<file path="config.mk">
export PLATFORM = sky130hd
export DESIGN_NAME = cnna_udiv_seq_31ns_13ns_19
export DESIGN_NICKNAME = d
export VERILOG_FILES = /design/src/rtl/cnna_udiv_seq_31ns_13ns_19.sv
export SDC_FILE = /design/constraint.sdc
export NUM_CORES = 1
export LEC_CHECK = 0
export ABC_AREA = 0
export BUFFER_PORTS_ARGS = -buffer_cell sky130_fd_sc_hd__buf_2
export CORE_MARGIN = 2
export CORE_UTILIZATION = 50
export DETAILED_ROUTE_END_ITERATION = 8
export PLACE_DENSITY = 0.75
export SLEW_MARGIN = 20
export SYNTH_ARGS = -nofsm -noshare
export SYNTH_HDL_FRONTEND = slang
export SYNTH_SLANG_ARGS = --single-unit
</file>
<file path="constraint.sdc">
create_clock -name ap_clk -period 2.7 [get_ports ap_clk]
set_input_delay 0.54 -clock ap_clk [delete_from_list [all_inputs] [get_ports ap_clk]]
set_output_delay 0.54 -clock ap_clk [all_outputs]
set_load 0.02 [all_outputs]
</file>
<file path="src/rtl/cnna_udiv_seq_31ns_13ns_19.sv">
// Sequential radix-2 restoring unsigned divider (din0 / din1), one quotient bit per ce edge.
// Define CNNA_UDIV_ROUND_EN for a round-half-up quotient stage (one extra cycle).
module cnna_udiv_seq_31ns_13ns_19 #(
    parameter int unsigned ID         = 1,
    parameter int unsigned din0_WIDTH = 31,
    parameter int unsigned din1_WIDTH = 13,
    parameter int unsigned dout_WIDTH = 19
) (
    input  logic                  ap_clk,
    input  logic                  ap_rst_n,
    input  logic                  ce,
    input  logic                  start,
    input  logic [din0_WIDTH-1:0] din0,
    input  logic [din1_WIDTH-1:0] din1,
    output logic                  ready,
    output logic                  done,
    output logic [dout_WIDTH-1:0] dout,
    output logic [din1_WIDTH-1:0] rem,
    output logic                  div_err
);

    localparam int unsigned N     = dout_WIDTH;
    localparam int unsigned CNT_W = (N > 1) ? $clog2(N) : 1;
    localparam int unsigned R_W   = din1_WIDTH;
    localparam int unsigned T_W   = din1_WIDTH + 1;

    localparam logic [1:0] ST_IDLE  = 2'd0;
    localparam logic [1:0] ST_CALC  = 2'd1;
    localparam logic [1:0] ST_DONE  = 2'd2;
`ifdef CNNA_UDIV_ROUND_EN
    localparam logic [1:0] ST_ROUND = 2'd3;
`endif

    // Instance tag stays visible in the elaborated hierarchy only.
    if (ID != 0) begin : g_tagged
    end else begin : g_untagged
    end

    logic [1:0]            state_q, state_d;
    logic [CNT_W-1:0]      cnt_q, cnt_d;
    logic [R_W-1:0]        div_q, div_d;
    logic [R_W-1:0]        part_q, part_d;
    logic [N-1:0]          shf_q, shf_d;
    logic [dout_WIDTH-1:0] dout_q, dout_d;
    logic [din1_WIDTH-1:0] rem_q, rem_d;
    logic                  err_q, err_d;
    logic                  done_q, done_d;
    logic                  ready_q, ready_d;

    logic [T_W-1:0]        trial_c;
    logic                  ge_c;
    logic [R_W-1:0]        part_next_c;
    logic [N-1:0]          shf_next_c;
    logic                  accept_c;
    logic                  err_c;
`ifdef CNNA_UDIV_ROUND_EN
    logic                  rnd_up_c;
    logic [N-1:0]          q_inc_c;
`endif

    // One restoring step: shifted remainder minus divisor, quotient bit enters shf LSB.
    always_comb begin
        trial_c     = {part_q, shf_q[N-1]};
        ge_c        = trial_c >= T_W'(div_q);
        part_next_c = ge_c ? R_W'(trial_c - T_W'(div_q)) : R_W'(trial_c);
        shf_next_c  = {shf_q[N-2:0], ge_c};
        accept_c    = start && ((state_q == ST_IDLE) || (state_q == ST_DONE));
        err_c       = (din1 == '0) || ((din0 >> N) >= din0_WIDTH'(din1));
`ifdef CNNA_UDIV_ROUND_EN
        rnd_up_c    = {part_q, 1'b0} >= T_W'(div_q);
        q_inc_c     = (&shf_q) ? shf_q : N'(shf_q + 1'b1);
`endif
    end

    // Next-state and registered-output logic.
    always_comb begin
        state_d = state_q;
        cnt_d   = cnt_q;
        div_d   = div_q;
        part_d  = part_q;
        shf_d   = shf_q;
        dout_d  = dout_q;
        rem_d   = rem_q;
        err_d   = err_q;

        case (state_q)
            ST_IDLE, ST_DONE: begin
                if (accept_c) begin
                    div_d  = din1;
                    part_d = R_W'(din0 >> N);
                    shf_d  = din0[N-1:0];
                    cnt_d  = CNT_W'(N - 1);
                    if (err_c) begin
                        state_d = ST_DONE;
                        dout_d  = '1;
                        rem_d   = '0;
                        err_d   = 1'b1;
                    end else begin
                        state_d = ST_CALC;
                    end
                end else begin
                    state_d = ST_IDLE;
                end
            end
            ST_CALC: begin
                part_d = part_next_c;
                shf_d  = shf_next_c;
                cnt_d  = CNT_W'(cnt_q - 1'b1);
                if (cnt_q == '0) begin
`ifdef CNNA_UDIV_ROUND_EN
                    state_d = ST_ROUND;
`else
                    state_d = ST_DONE;
                    dout_d  = shf_next_c;
                    rem_d   = part_next_c;
                    err_d   = 1'b0;
`endif
                end
            end
`ifdef CNNA_UDIV_ROUND_EN
            ST_ROUND: begin
                state_d = ST_DONE;
                dout_d  = rnd_up_c ? q_inc_c : shf_q;
                rem_d   = part_q;
                err_d   = 1'b0;
            end
`endif
            default: state_d = ST_IDLE;
        endcase

        done_d  = (state_d == ST_DONE);
        ready_d = (state_d == ST_IDLE) || (state_d == ST_DONE);
    end

    // State and output registers; ce low freezes everything.
    always_ff @(posedge ap_clk or negedge ap_rst_n) begin
        if (!ap_rst_n) begin
            state_q <= ST_IDLE;
            cnt_q   <= '0;
            div_q   <= '0;
            part_q  <= '0;
            shf_q   <= '0;
            dout_q  <= '0;
            rem_q   <= '0;
            err_q   <= 1'b0;
            done_q  <= 1'b0;
            ready_q <= 1'b1;
        end else if (ce) begin
            state_q <= state_d;
            cnt_q   <= cnt_d;
            div_q   <= div_d;
            part_q  <= part_d;
            shf_q   <= shf_d;
            dout_q  <= dout_d;
            rem_q   <= rem_d;
            err_q   <= err_d;
            done_q  <= done_d;
            ready_q <= ready_d;
        end
    end

    assign ready   = ready_q;
    assign done    = done_q;
    assign dout    = dout_q;
    assign rem     = rem_q;
    assign div_err = err_q;

endmodule

</file>
==> results.txt <==
status - completed
Die X - 101.2 um
post-synthesis compound-gate area fraction - 0.1990
Pre-Repair DR Iteration Count - 5
Post-Route WL - 12.33 mm
GR Overflow Total - 0
global-route wire length before repair - 19.91 mm
share of layout cells above drive strength 1 - 0.2296
Via density - 5.806
most frequent cells in the layout - dfrtp_1 (86), buf_2 (81), nand2_1 (64)
critical path fanouts, max - 4
post-synthesis cell type count - 56
CP Depth - 12
Tot Pwr - 0.008075 W
R2R Setup Slk - 0.14 ns
area delta synth->final - 18.39%
ys async rst share - 1.000
GP Congestion - 0.9098
Worst-Margin Slew - 0.5097 ns
commonest non-fill, non-tap cell in the layout - dfrtp_1
Synth Area in Simple Gates - 0.1654
post-synth top area cell - dfrtp_1
fmax - 389.9 MHz
top-area cell type share of the netlist area - 0.4559
number of global-route vias before repair - 3998
Post-Synth Adder-Cell Area - 0.07580
TritonCTS clock tree - yes
post-route non-filler standard cell count - 725
# port buffers - 82
WP data required - 2.99 ns
Synth area leaders - dfrtp_1 (46%), ha_1 (7.2%), nand2_1 (5.1%)
number of synthesized flops with an enable pin - 0
Worst EP arrival - 2.85 ns
worst r2r src - shf_q[18]
CP endpoint kind - flop
largest family of logic cells by synthesized area - compound AO/OA/AOI/OAI gates
Max Cap Violations - 0
worst-path cell chain - inv_1 > ha_1 > inv_1 > fa_2 > a21o_1 > a221oi_4 > a211oi_4 > buf_4 > buf_4 > nor3b_1 > a31oi_1 > o2bb2ai_1
synthesized cell area - 0.004721 mm2
initial DRC count - 266
crit path launch type - flop
DR DRC count - 0
Hold WC Path Type - in2async
setup_tns - 0 ns
yosys synthesis warning count - 0
Slowest Stage Delay on Critical Path - 0.38 ns
endpoints failing setup - 0
htree depth - 3
pin count of the biggest net entering global routing - 60
pwr dens - 1445 mW/mm2
number of diodes - 0
Die Area - 0.01023 mm2
r2r endpoint - rem[11]
Slew headroom - 0.6581
critical path capture point - rem[11]
Seq/Total Area, Yosys - 0.4614
crit-path leading delay family - compound AO/OA/AOI/OAI gates
highest ir drop seen on vdd - 0.6624 mV
syn_nets - 596
DP Worst Slack - -0.006937 ns
CP bufs+invs - 4
# clock sinks - 87
clock skew - 0.009894 ns
Clock Root Buffer - clkbuf_8
leakage power - 2.684 nW
Slowest-stage cell, CP - dfrtp_1
Max Buffers Root-to-Sink - 2
Top Ports - 83
core area - 0.009196 mm2
average size of a mapped cell - 9.078 um2
Post-Place Cells - 707
reg2reg path depth - 12
post-DP HPWL - 9.179 mm
Max Slew Vio Count - 0
Finished Core Util - 0.6078
RSZ-0062 raised after global routing - no
NumNets Final - 685
Setup WS post-layout - 0.1355 ns
Placement Rows - 35
GR Util All Layers - 0.2524
Most used DFF post-synth - dfrtp_1
Detail Route Antenna Nets - 0
multiplexer share of the synthesized area - 0.01961
critical path class - reg2reg
Fin. Hold Viols - 0
Initial Util - 0.5133
Post-Synth XOR/XNOR Area - 0.02041
total number of vias - 4209
total CTS buffers - 9
CP startpoint - shf_q[18]
initial antenna violation count - 0
Seq cells post-synth - 87
chip height - 101.2 um
Clock transition at path regs - 0.09 ns
post-route clock period utilization - 0.9498
clock period minus worst slack - 2.564 ns
WL per Instance - 17.01 um
Clock Latency Late Sink - 0.36 ns
Post-Synthesis Cells - 520
worst register-to-register path, cell delays in order (launching register included):
cell and delay (ns):
dfrtp_1 0.38, inv_1 0.07, ha_1 0.15, inv_1 0.05, fa_2 0.34, a21o_1 0.21
a221oi_4 0.38, a211oi_4 0.12, buf_4 0.15, buf_4 0.13, nor3b_1 0.26, a31oi_1 0.10
o2bb2ai_1 0.15
how the worst min path moves through the flow:
stage | from | endpoint | slack [ns] | depth (start not counted)
6_report | ap_rst_n | div_q[10] | 0.09 | 1
3_5_place_dp | rem[7] | rem[7] | 0.47 | 1
4_1_cts | ap_rst_n | div_q[10] | 0.1 | 1
2_1_floorplan | ap_rst_n | cnt_q[0] | 0.24 | 0
3_3_place_gp | div_q[0] | div_q[0] | 0.47 | 2
5_1_grt | ap_rst_n | div_q[10] | 0.11 | 1
flip-flops by register name (all words and copies together), names as in the netlist, 2 cells and up:
register,flops
rem,13
shf_q,19
div_q,13
state_q,2
part_q,13
cnt_q,5
dout,19
where the power goes:
part	leakage (nW)	switching [W]	total, W	internal, W
clock network	0.0854	0.000508	0.000857	0.000349
logic	1.56	0.00292	0.00488	0.00196
registers	1.04	0.000403	0.00234	0.00194
total	2.68	0.00383	0.00808	0.00425
cell families (layout without fill, tap and decap cells):
kind of cell | count (synthesis) | count (layout)
and+or+nand+nor | 175 | 175
AOI/OAI and AO/OA | 145 | 145
DFF | 87 | 87
buffers and inverters | 65 | 159
adders and majority gates | 28 | 28
xor gates and xnor gates | 11 | 11
muxes | 9 | 9
cell usage after synthesis, types with 3 or more instances:
cell       instances
dfrtp_1           86
ha_1              27
a31oi_1           20
nand2_1           64
a21o_1             5
o22ai_1           10
o31ai_1            5
nand4_1            3
mux2i_1            7
nor4_1             6
nand3_1           25
a21oi_1           16
a211oi_1           4
buf_2              4
xnor2_1            7
xor2_1             4
nor2_1            54
buf_4              3
clkbuf_1          20
nand2b_1           8
o21ai_1            5
o2bb2ai_1         11
o21ai_0           44
a22oi_1            7
inv_1             36
nor3_1             5
layout make-up:
cell class,count,area [um2]
clock buffers,10,127.6
multi-input cells,368,2331
well taps,111,138.9
fillers,790,3607
flip-flops and latches,87,2178
inverters,36,135.1
clock inverters,6,52.55
repair buffers,107,625.6
through the flow:
| stage | cell area (um2) | hold slack (ns) |
|---|---|---|
| 3_5_place_dp | 5338 | 0.4747 |
| 3_3_place_gp | 5338 | 0.4654 |
| 4_1_cts | 5532 | 0.09636 |
| 5_1_grt | 5589 | 0.1128 |
| 2_1_floorplan | 4721 | 0.2444 |
| 6_report | 5589 | 0.08970 |
layer usage:
metal | global-route usage | wire length, um | share of wire
met4 | 0.07900 | 201 | 0.016
met1 | 0.3633 | 5882 | 0.48
met3 | 0.02968 | 463 | 0.038
met5 | 0 | 0 | 0
met2 | 0.4035 | 5782 | 0.47
timing repair:
action                                  CTS  global route
setup buffers                             0             2
hold buffers                              0             0
resized for setup                         3            11
endpoints found under the setup margin    4            28
endpoints found under the hold margin     0             0
pin swaps                                 1             4
Note: power is estimated with default switching activity, not from simulation.
